File: config.mk
export PLATFORM = sky130hd
export DESIGN_NAME = ti_sbox_seq
export DESIGN_NICKNAME = d
export VERILOG_FILES = /design/src/rtl/ti_sbox_seq.sv
export SDC_FILE = /design/constraint.sdc
export NUM_CORES = 1
export LEC_CHECK = 0
export CORE_MARGIN = 3
export CORE_UTILIZATION = 43
export CTS_BUF_LIST = sky130_fd_sc_hd__clkbuf_16
export DETAILED_ROUTE_END_ITERATION = 16
export HOLD_SLACK_MARGIN = 0.15
export PLACE_DENSITY = 0.91
export SLEW_MARGIN = 40
export SYNTH_ARGS = -nofsm -noshare
export SYNTH_HDL_FRONTEND = slang
export SYNTH_SLANG_ARGS = --single-unit
File: constraint.sdc
create_clock -name clk -period 3.5 [get_ports clk]
set_clock_uncertainty 0.15 [all_clocks]
set_input_delay 0.7 -clock clk [delete_from_list [all_inputs] [get_ports clk]]
set_output_delay 0.7 -clock clk [all_outputs]
set_load 0.05 [all_outputs]
File: src/rtl/ti_sbox_seq.sv
`default_nettype none
// ============================================================================
// Module   : ti_sbox_seq
// Purpose  : Sequencer for a multi-stage threshold-implementation S-box.
//            Owns the inter-stage share register, drives a shared stage
//            network and remasks the shares between stages.
// Revision : 1.0  initial release
// ============================================================================
module ti_sbox_seq #(
    parameter int SHARES = 3,
    parameter int WIDTH  = 8,
    parameter int STAGES = 3
) (
    input  logic                        clk,
    input  logic                        rst_n,
    input  logic                        in_valid,
    output logic                        in_ready,
    input  logic [SHARES*WIDTH-1:0]     in_shares,
    input  logic                        rnd_valid,
    output logic                        rnd_ready,
    input  logic [(SHARES-1)*WIDTH-1:0] rnd,
    output logic [1:0]                  stg_sel,
    output logic [SHARES*WIDTH-1:0]     stg_in,
    input  logic [SHARES*WIDTH-1:0]     stg_out,
    output logic                        out_valid,
    input  logic                        out_ready,
    output logic [SHARES*WIDTH-1:0]     out_shares,
    output logic                        busy
);

    localparam logic [1:0] c_IDLE   = 2'd0;
    localparam logic [1:0] c_EVAL   = 2'd1;
    localparam logic [1:0] c_REMASK = 2'd2;
    localparam logic [1:0] c_OUT    = 2'd3;
    localparam logic [1:0] c_LAST   = 2'(STAGES - 1);

    logic [1:0]              r_state;
    logic [1:0]              r_k;
    logic [SHARES*WIDTH-1:0] r_s;
    logic                    r_in_ready;
    logic                    r_rnd_ready;
    logic                    r_out_valid;
    logic                    r_busy;

    logic [WIDTH-1:0]        w_rnd_xor;
    logic [SHARES*WIDTH-1:0] w_remask;

    // The last share absorbs the XOR of all masks so the share sum is unchanged.
    always_comb begin
        w_rnd_xor = '0;
        w_remask  = r_s;
        for (int i = 0; i < SHARES - 1; i++) begin
            w_rnd_xor                 = w_rnd_xor ^ rnd[i*WIDTH +: WIDTH];
            w_remask[i*WIDTH +: WIDTH] = r_s[i*WIDTH +: WIDTH] ^ rnd[i*WIDTH +: WIDTH];
        end
        w_remask[(SHARES-1)*WIDTH +: WIDTH] = r_s[(SHARES-1)*WIDTH +: WIDTH] ^ w_rnd_xor;
    end

    always_ff @(posedge clk) begin
        if (!rst_n) begin
            r_state     <= c_IDLE;
            r_k         <= 2'd0;
            r_s         <= '0;
            r_in_ready  <= 1'b1;
            r_rnd_ready <= 1'b0;
            r_out_valid <= 1'b0;
            r_busy      <= 1'b0;
        end else begin
            case (r_state)
                c_IDLE: begin
                    if (in_valid) begin
                        r_s        <= in_shares;
                        r_k        <= 2'd0;
                        r_state    <= c_EVAL;
                        r_in_ready <= 1'b0;
                        r_busy     <= 1'b1;
                    end
                end
                c_EVAL: begin
                    r_s <= stg_out;
                    if (r_k == c_LAST) begin
                        r_state     <= c_OUT;
                        r_out_valid <= 1'b1;
                    end else begin
                        r_state     <= c_REMASK;
                        r_rnd_ready <= 1'b1;
                    end
                end
                c_REMASK: begin
                    if (rnd_valid) begin
                        r_s         <= w_remask;
                        r_k         <= r_k + 2'd1;
                        r_state     <= c_EVAL;
                        r_rnd_ready <= 1'b0;
                    end
                end
                c_OUT: begin
                    if (out_ready) begin
                        r_state     <= c_IDLE;
                        r_out_valid <= 1'b0;
                        r_in_ready  <= 1'b1;
                        r_busy      <= 1'b0;
                    end
                end
                default: begin
                    r_state     <= c_IDLE;
                    r_in_ready  <= 1'b1;
                    r_rnd_ready <= 1'b0;
                    r_out_valid <= 1'b0;
                    r_busy      <= 1'b0;
                end
            endcase
        end
    end

    // The stage network only ever sees the register, never a raw input.
    assign stg_sel    = r_k;
    assign stg_in     = r_s;
    assign out_shares = r_s;
    assign in_ready   = r_in_ready;
    assign rnd_ready  = r_rnd_ready;
    assign out_valid  = r_out_valid;
    assign busy       = r_busy;

endmodule
`default_nettype wire

* Word-level counts from Yosys, hierarchy flattened
Index checks and enable logic that the tools add are counted. Widths: inputs -> output; s select.
Storage, ports and cells: bits in latches 0, bits of input ports 69, bits in registers 32, ROM bits 0, logic and storage cells 55, memories kept 0, output and inout bits 54, bits in writable memories 0
Operators by class: shift operators 0, order comparisons 0, reductions and logical operators 12, add/sub/neg operators 1, div/mod/pow operators 0, bitwise operators 4, multiplexer cells 22, eq/ne operators 9, multipliers 0
Operators by type and width (number):
- $pmux 24 s3 | 1
- $mux 24 | 2
- $xor 8x8->8 | 4
- $reduce_and 3->1 | 6
- $mux 2 | 5
- $ne 2x2->1 const B | 5
- $mux 1 | 8
- $pmux 1 s2 | 4
- $pmux 2 s4 | 1
- $reduce_bool 2->1 | 4
- $eq 2x2->1 const B | 3
- $pmux 2 s2 | 1
- $reduce_bool 3->1 | 1
- $add 2x1->2 const B | 1
- $eq 2x1->1 const B | 1
- $logic_not 2->1 | 1

* Depth between registers and ports, before layout
Gate-level depths: netlist (run 1).
word-level depth 4, depth in mapped cells 8, mapped depth without buffers 6

* Least setup slack after synthesis (run 1)
No wires, ideal clock.
kind reg-to-reg, start register r_state[0], end register r_s[19] (netlist: out_shares[19]), library setup time 0.132 ns, path buffers 2, period minus slack after synthesis 1.928 ns, data arrival time 1.646 ns, setup slack 1.572 ns, stages on the path, launching flop included 9, required time 3.218 ns, cells stage by stage dfxtp_1 -> inv_1 -> ha_1 -> nor2b_4 -> or3_1 -> buf_2 -> buf_2 -> nand3_1 -> o311ai_2
Between the ends: cells in the longest elaborated chain, start to end 3, elaborated cells on any way between the ends 8, those cells by class 4 x eq/ne; 1 x mux; 3 x reduce/logical
Ends and longest elaborated chain:
- start, declared | RTL line 37 | logic [1:0] r_state;
- start signal, assigned | RTL line 61 | r_state <= c_IDLE;
- start signal, assigned | RTL line 74 | r_state <= c_EVAL;
- start signal, assigned | RTL line 82 | r_state <= c_OUT;
- $eq 2x2->1 (tied with other cells) | RTL line 69 | case (r_state)
- $ne 2x2->1 (no line) / $reduce_bool 3->1 (equally long branches)
- $reduce_and 3->1 (no line)
- end signal, assigned | RTL line 72 | r_s <= in_shares;
- end signal, assigned | RTL line 80 | r_s <= stg_out;
- end signal, assigned | RTL line 91 | r_s <= w_remask;
- end, declared | RTL line 39 | logic [SHARES*WIDTH-1:0] r_s;
Several ways; a longest one is shown, not always the timed one. A chain may end at the register's enable or synchronous reset.

* Worst setup path after layout (run 1)
start input rnd_valid, end register r_s[21] (netlist: out_shares[21])
Between the ends: cells in the longest elaborated chain, start to end 2
Ends and longest elaborated chain:
- start, declared | RTL line 19 | input logic rnd_valid,
- $ne 2x2->1 (no line)
- $reduce_and 3->1 (no line)
Every way passes these cells.

==> flow_metrics.env, run 1 <==
export IMPL_power_leakage_uw=0.00132
export IMPL_report_final_slew_viol_count=0
export IMPL_synth_distinct_cells=31
export IMPL_syn2layout_area_growth_pct=52.0
export IMPL_start_kind="primary input"
export IMPL_yosysWarnings=0
export IMPL_grt_use_met3=0.0790
export IMPL_worstMarginPinSlew_ns=0.697
export IMPL_grt_pass1_vias=2437
export IMPL_async_reset_ff_frac=0
export IMPL_multi_input_area_um2=1430
export IMPL_max_freq_ghz=0.397
export IMPL_synth_area_leaders="dfxtp_1 27%, nand2_1 10%, buf_4 7.6%"
export IMPL_tritoncts="yes"
export IMPL_worstPathMaxFanout=32
export IMPL_grt_overflow=0
export IMPL_endpoint_kind="register"
export IMPL_worstPathArrival_ns=2.49
export IMPL_outcome="finished, final reports clean"
export IMPL_worstSkewPairLatency_ns=0.27
export IMPL_first_pass_iters=4
export IMPL_hpwlAfterDp_um=5290
export IMPL_seq_area_um2=641
export IMPL_use_met1=0.261
export IMPL_port_buffers=122
export IMPL_rows=26
export IMPL_drtIter0Drc=103
export IMPL_fin_crit_ns=2.52
export IMPL_top_usage_layer="met2"
export IMPL_htreeDepth=2
export IMPL_viasPerCell=5.29
export IMPL_slew_headroom=0.535
export IMPL_clk_pin_slew_ns=0.05
export IMPL_drtAntennaViolNets=0
export IMPL_syn_instance_count=316
export IMPL_synth_area_leader_cell="dfxtp_1"
export IMPL_grt_util_all_layers=0.221
export IMPL_powerDensity_nw_per_um2=778
export IMPL_synth_edf_count=0
export IMPL_antenna_found_initial=0
export IMPL_layout_drive_gt1_share=0.0521
export IMPL_clock_path_buffers=2
export IMPL_syn_area_um2=2360
export IMPL_drc=0
export IMPL_synth_top_flop_cell="dfxtp_1"
export IMPL_place_gp_congestion=0.844
export IMPL_cap_violations=0
export IMPL_rsz0062_at_grt="false"
export IMPL_yosysSeqAreaShare=0.272
export IMPL_cts_buffers=5
export IMPL_vias=2501
export IMPL_use_met2=0.358
export IMPL_cts_root_buf="clkbuf_16"
export IMPL_die_area_um2=6400
export IMPL_synth_top_area_share=0.272
export IMPL_nets=478
export IMPL_vdd_drop_max_mv=0.416
export IMPL_grt_pass1_wl_um=11300
export IMPL_die_h_um=80.0
export IMPL_setup_tns_ns=0
export IMPL_finalSetupViolations=0
export IMPL_clkSinkCount=32
export IMPL_io_pins=123
export IMPL_ys_ff_latch=32
export IMPL_hold_path_class="reg2reg"
export IMPL_n_fill_cell=461
export IMPL_diodes=0
export IMPL_fin_crit_sh=0.719
export IMPL_synthesis_area_per_instance_um2=7.46
export IMPL_hold_buffers=0
export IMPL_synth_nets=392
export IMPL_grt_start_max_net_pins=33
export IMPL_start_util=0.453
export IMPL_die_w_um=80.0
export IMPL_routedWlPerCell_um=14.8
export IMPL_crit_type="in2reg"
export IMPL_critPathRequiredTime_ns=3.47
export IMPL_final_util=0.688
export IMPL_post_cts_buffers=0
export IMPL_core_um2=5200
export IMPL_drt_wl_total_um=6990
export IMPL_ctsResizeCount=0
export IMPL_hold_viol=0
## layout make-up
type,instances,area share
inverter,4,0.00419
sequential,32,0.179
multi-input combinational,233,0.399
clock buffer,5,0.0349
timing repair buffer,126,0.348
clock inverter,3,0.0105
tap,70,0.0244
## sequential cells by signal (all words and copies together), names as in the netlist
name,flops
in_ready,1
busy,1
r_state,2
stg_sel,2
out_valid,1
out_shares,24
rnd_ready,1
## power breakdown
| part | internal (uW) | switching (uW) |
|---|---|---|
| Combinational | 597 | 1110 |
| Sequential | 470 | 127 |
| Clock | 330 | 151 |
| Total | 1400 | 1390 |
## critical path, cell delays in order
cell and delay, ns:
clkdlybuf4s50_1 0.56, nor2b_1 0.13, or3_2 0.75, nand3_1 0.23, o311ai_2 0.11
## cell families after synthesis
logic type,share of synthesized area
adders and majority gates,0.0372
and+or+nand+nor,0.198
DFF,0.272
AOI/OAI and AO/OA,0.244
buffers and inverters,0.125
xor gates and xnor gates,0.119
muxes,0.00425
## Yosys cell counts (all sizes together), types with 2 or more instances
cell	n
clkbuf	14
ha	7
a21oi	30
a21boi	2
nand3	24
dfxtp	32
nor2b	8
buf	33
xor2	16
inv	4
o211ai	17
nor3	2
o21ai	30
nand2	63
xnor2	16
nor2	3
o311ai	8
## placed cells by master (no fill, tap or decap), drive strengths merged
cell type	n
nor3	2
xor2	16
nand2b	1
a21oi	30
dfxtp	32
nor2b	8
o211a	1
nand3	24
mux2i	1
nor2	3
bufinv	1
clkdlybuf4s50	121
nand2	63
xnor2	16
clkbuf	5
o21ai	30
clkinv	2
o311ai	8
buf	5
ha	7
inv	4
and3	1
a22oi	1
a21boi	2
nor3b	1
o211ai	17
or3	1
## worst paths after layout
kind,start,end,slack [ns],cells past startpoint
worst max register to register,r_state[0]$_SDFFE_PN0P_,out_shares[21]$_SDFFE_PN0P_,1.11,6
worst min register to register,stg_sel[0]$_SDFFE_PN0P_,stg_sel[0]$_SDFFE_PN0P_,0.34,2
worst min-delay path,stg_sel[0]$_SDFFE_PN0P_,stg_sel[0]$_SDFFE_PN0P_,0.34,2
worst max-delay path,rnd_valid,out_shares[21]$_SDFFE_PN0P_,0.98,5
## through the flow
step	total power (uW)	instance area [um2]	setup WS (ns)	hold WS, ns	instances
after floorplan	1870	2360	1.57	0.392	316
after global placement	2270	3420	0.553	0.323	465
after detailed placement	2320	3420	0.720	0.338	465
after CTS	2810	3580	0.994	0.346	473
after global routing	2940	3580	0.885	0.382	473
final	2790	3580	0.982	0.341	473
## routing by layer
layer	vias to the layer above	wire length [um]	part of all wire
met3	14	656	0.094
li1	1233	-	-
met2	112	3440	0.49
met1	1142	2760	0.39
met5	-	0	0
met4	0	131	0.019
No activity file was read; power rests on OpenSTA's default activity.
==> inputs of run 2 (changes only) <==
- CORE_UTILIZATION: 43 -> 36
- PLACE_DENSITY: 0.91 -> 0.82
- clock period: 3.5 -> 2.2 ns (I/O delays scaled with it)
==> run 2 against run 1 <==
Effect of this change: hold slack lost 0.0075 ns; global-route usage shrank 2.8 points; combinational power grew 63%; non-clock buffer count grew 8; sequential cell count is the same; register-to-register slack lost 0.92 ns; critical path depth shrank 4; final area grew 1.6%; total power grew 57%; first-iteration DRC count shrank 28%; die area grew 18%; critical path type is now reg2out; largest power group unchanged.
==> flow_metrics.env, run 2 (same netlist as run 1, synthesis figures left out) <==
export IMPL_outcome="finished, final reports clean"
export IMPL_hold_path_class="reg2reg"
export IMPL_final_util=0.593
export IMPL_ctsResizeCount=0
export IMPL_hold_start="stg_sel[0]$_SDFFE_PN0P_"
export IMPL_final_common_cell="clkdlybuf4s50_1"
export IMPL_drtIter0Drc=74
export IMPL_max_freq_ghz=0.473
export IMPL_fin_crit_ns=2.11
export IMPL_worstPathCellList="clkdlybuf4s50_1"
export IMPL_clk_pin_slew_ns=0.05
export IMPL_nets=486
export IMPL_grt_start_max_net_pins=33
export IMPL_grt_util_all_layers=0.193
export IMPL_final_cell_mix="118 x clkdlybuf4s50_1, 63 x nand2_1, 32 x dfxtp_1"
export IMPL_worstSkewPairLatency_ns=0.27
export IMPL_powerDensity_nw_per_um2=1210
export IMPL_cts_buffers=5
export IMPL_r2r_slack_ns=0.19
export IMPL_die_h_um=86.9
export IMPL_holdPathStages=2
export IMPL_r2r_end="out_shares[21]$_SDFFE_PN0P_"
export IMPL_diodes=0
export IMPL_hpwlAfterDp_um=5330
export IMPL_slew_headroom=0.615
export IMPL_die_area_um2=7550
export IMPL_antenna_found_initial=0
export IMPL_worstMarginPinSlew_ns=0.578
export IMPL_clock_path_buffers=2
export IMPL_worstPathArrival_ns=1.52
export IMPL_post_dp_cell_area_um2=3500
export IMPL_layout_drive_gt1_share=0.0780
export IMPL_crit_path_top_delay_cell="clkdlybuf4s50_1"
export IMPL_io_pins=123
export IMPL_n_fill_cell=556
export IMPL_port_buffers=122
export IMPL_syn2layout_area_growth_pct=54.4
export IMPL_grt_pass1_wl_um=11500
export IMPL_totalPowerFinal_uw=4390
export IMPL_start_util=0.384
export IMPL_rows=28
export IMPL_routedWlPerCell_um=15.0
export IMPL_post_cts_buffers=0
export IMPL_worstReg2RegStart="r_state[0]$_SDFFE_PN0P_"
export IMPL_clkSinkCount=32
export IMPL_place_gp_congestion=0.847
export IMPL_cts_root_buf="clkbuf_16"
export IMPL_start_kind="register"
export IMPL_power_leakage_uw=0.00136
export IMPL_crit_type="reg2out"
export IMPL_vias=2507
export IMPL_finalSetupViolations=0
export IMPL_hold_viol=0
export IMPL_rsz0062_at_grt="false"
export IMPL_report_final_slew_viol_count=0
export IMPL_viasPerCell=5.17
export IMPL_drtAntennaViolNets=0
export IMPL_htreeDepth=2
export IMPL_endpoint_kind="output pin"
export IMPL_fin_area_um2=3640
export IMPL_first_pass_iters=4
export IMPL_drc=0
export IMPL_cap_violations=0
export IMPL_fin_crit_sh=0.960
export IMPL_critPathMaxStageDelay_ns=0.84
export IMPL_core_um2=6130
export IMPL_hold_ws_ns=0.333
export IMPL_min_to="stg_sel[0]$_SDFFE_PN0P_"
export IMPL_hold_buffers=0
export IMPL_cp_num_buf_inv=1
export IMPL_setup_tns_ns=0
export IMPL_tritoncts="yes"
export IMPL_largest_reg_flops=24
export IMPL_critPathRequiredTime_ns=1.61
export IMPL_crit_family="buffers and inverters"
export IMPL_drt_wl_total_um=7260
export IMPL_grt_pass1_vias=2397
export IMPL_die_w_um=86.9
export IMPL_reg2reg_depth=6
export IMPL_grt_overflow=0
export IMPL_worstPathMaxFanout=4
export IMPL_vdd_drop_max_mv=0.661
[run 2: where the power goes]
part	internal [uW]	total [uW]	switching [uW]
clock network	406	647	242
logic	1010	2790	1780
registers	749	949	201
total	2160	4390	2230
[run 2: area by class of cell]
class	instances	area, um2	area share
Multi-Input combinational cell	233	1430	0.393
Timing Repair Buffer	134	1320	0.364
Sequential cell	32	641	0.176
Clock buffer	5	125	0.0344
Tap cell	75	93.8	0.0258
Inverter	4	15.0	0.00413
Clock inverter	2	8.76	0.00241
[run 2: worst max path at each step]
stage | startpoint | end | slack (ns) | depth (start not counted)
final | out_shares[8]$_SDFFE_PN0P_ | out_shares[8] | 0.09 | 1
after global routing | out_shares[10]$_SDFFE_PN0P_ | out_shares[10] | 0.03 | 1
after CTS | out_shares[8]$_SDFFE_PN0P_ | out_shares[8] | 0.07 | 1
after detailed placement | in_valid | out_shares[21]$_SDFFE_PN0P_ | -0.005 | 5
after global placement | in_valid | out_shares[20]$_SDFFE_PN0P_ | 0.06 | 5
after floorplan | r_state[0]$_SDFFE_PN0P_ | out_shares[19]$_SDFFE_PN0P_ | 0.27 | 8
[run 2: metal layers]
layer / GRT usage / share of wire / up-vias / routed length, um
li1: - / - / 1250 / -
met1: 0.250 / 0.42 / 1124 / 3060
met2: 0.308 / 0.47 / 117 / 3380
met3: 0.0454 / 0.086 / 16 / 623
met4: 0.0765 / 0.027 / 0 / 195
met5: 0 / 0 / - / 0
[run 2: through the flow]
stage	setup slack [ns]	cells
after floorplan	0.272	316
after global placement	0.0599	478
after detailed placement	-0.00475	478
after CTS	0.0742	485
after global routing	0.0260	485
final	0.0878	485
==> inputs of run 3 (changes only) <==
- CTS_CLUSTER_DIAMETER: not set -> 40
==> results of run 3 <==
No change in the layout: final DEF, timing and power equal those of run 2.
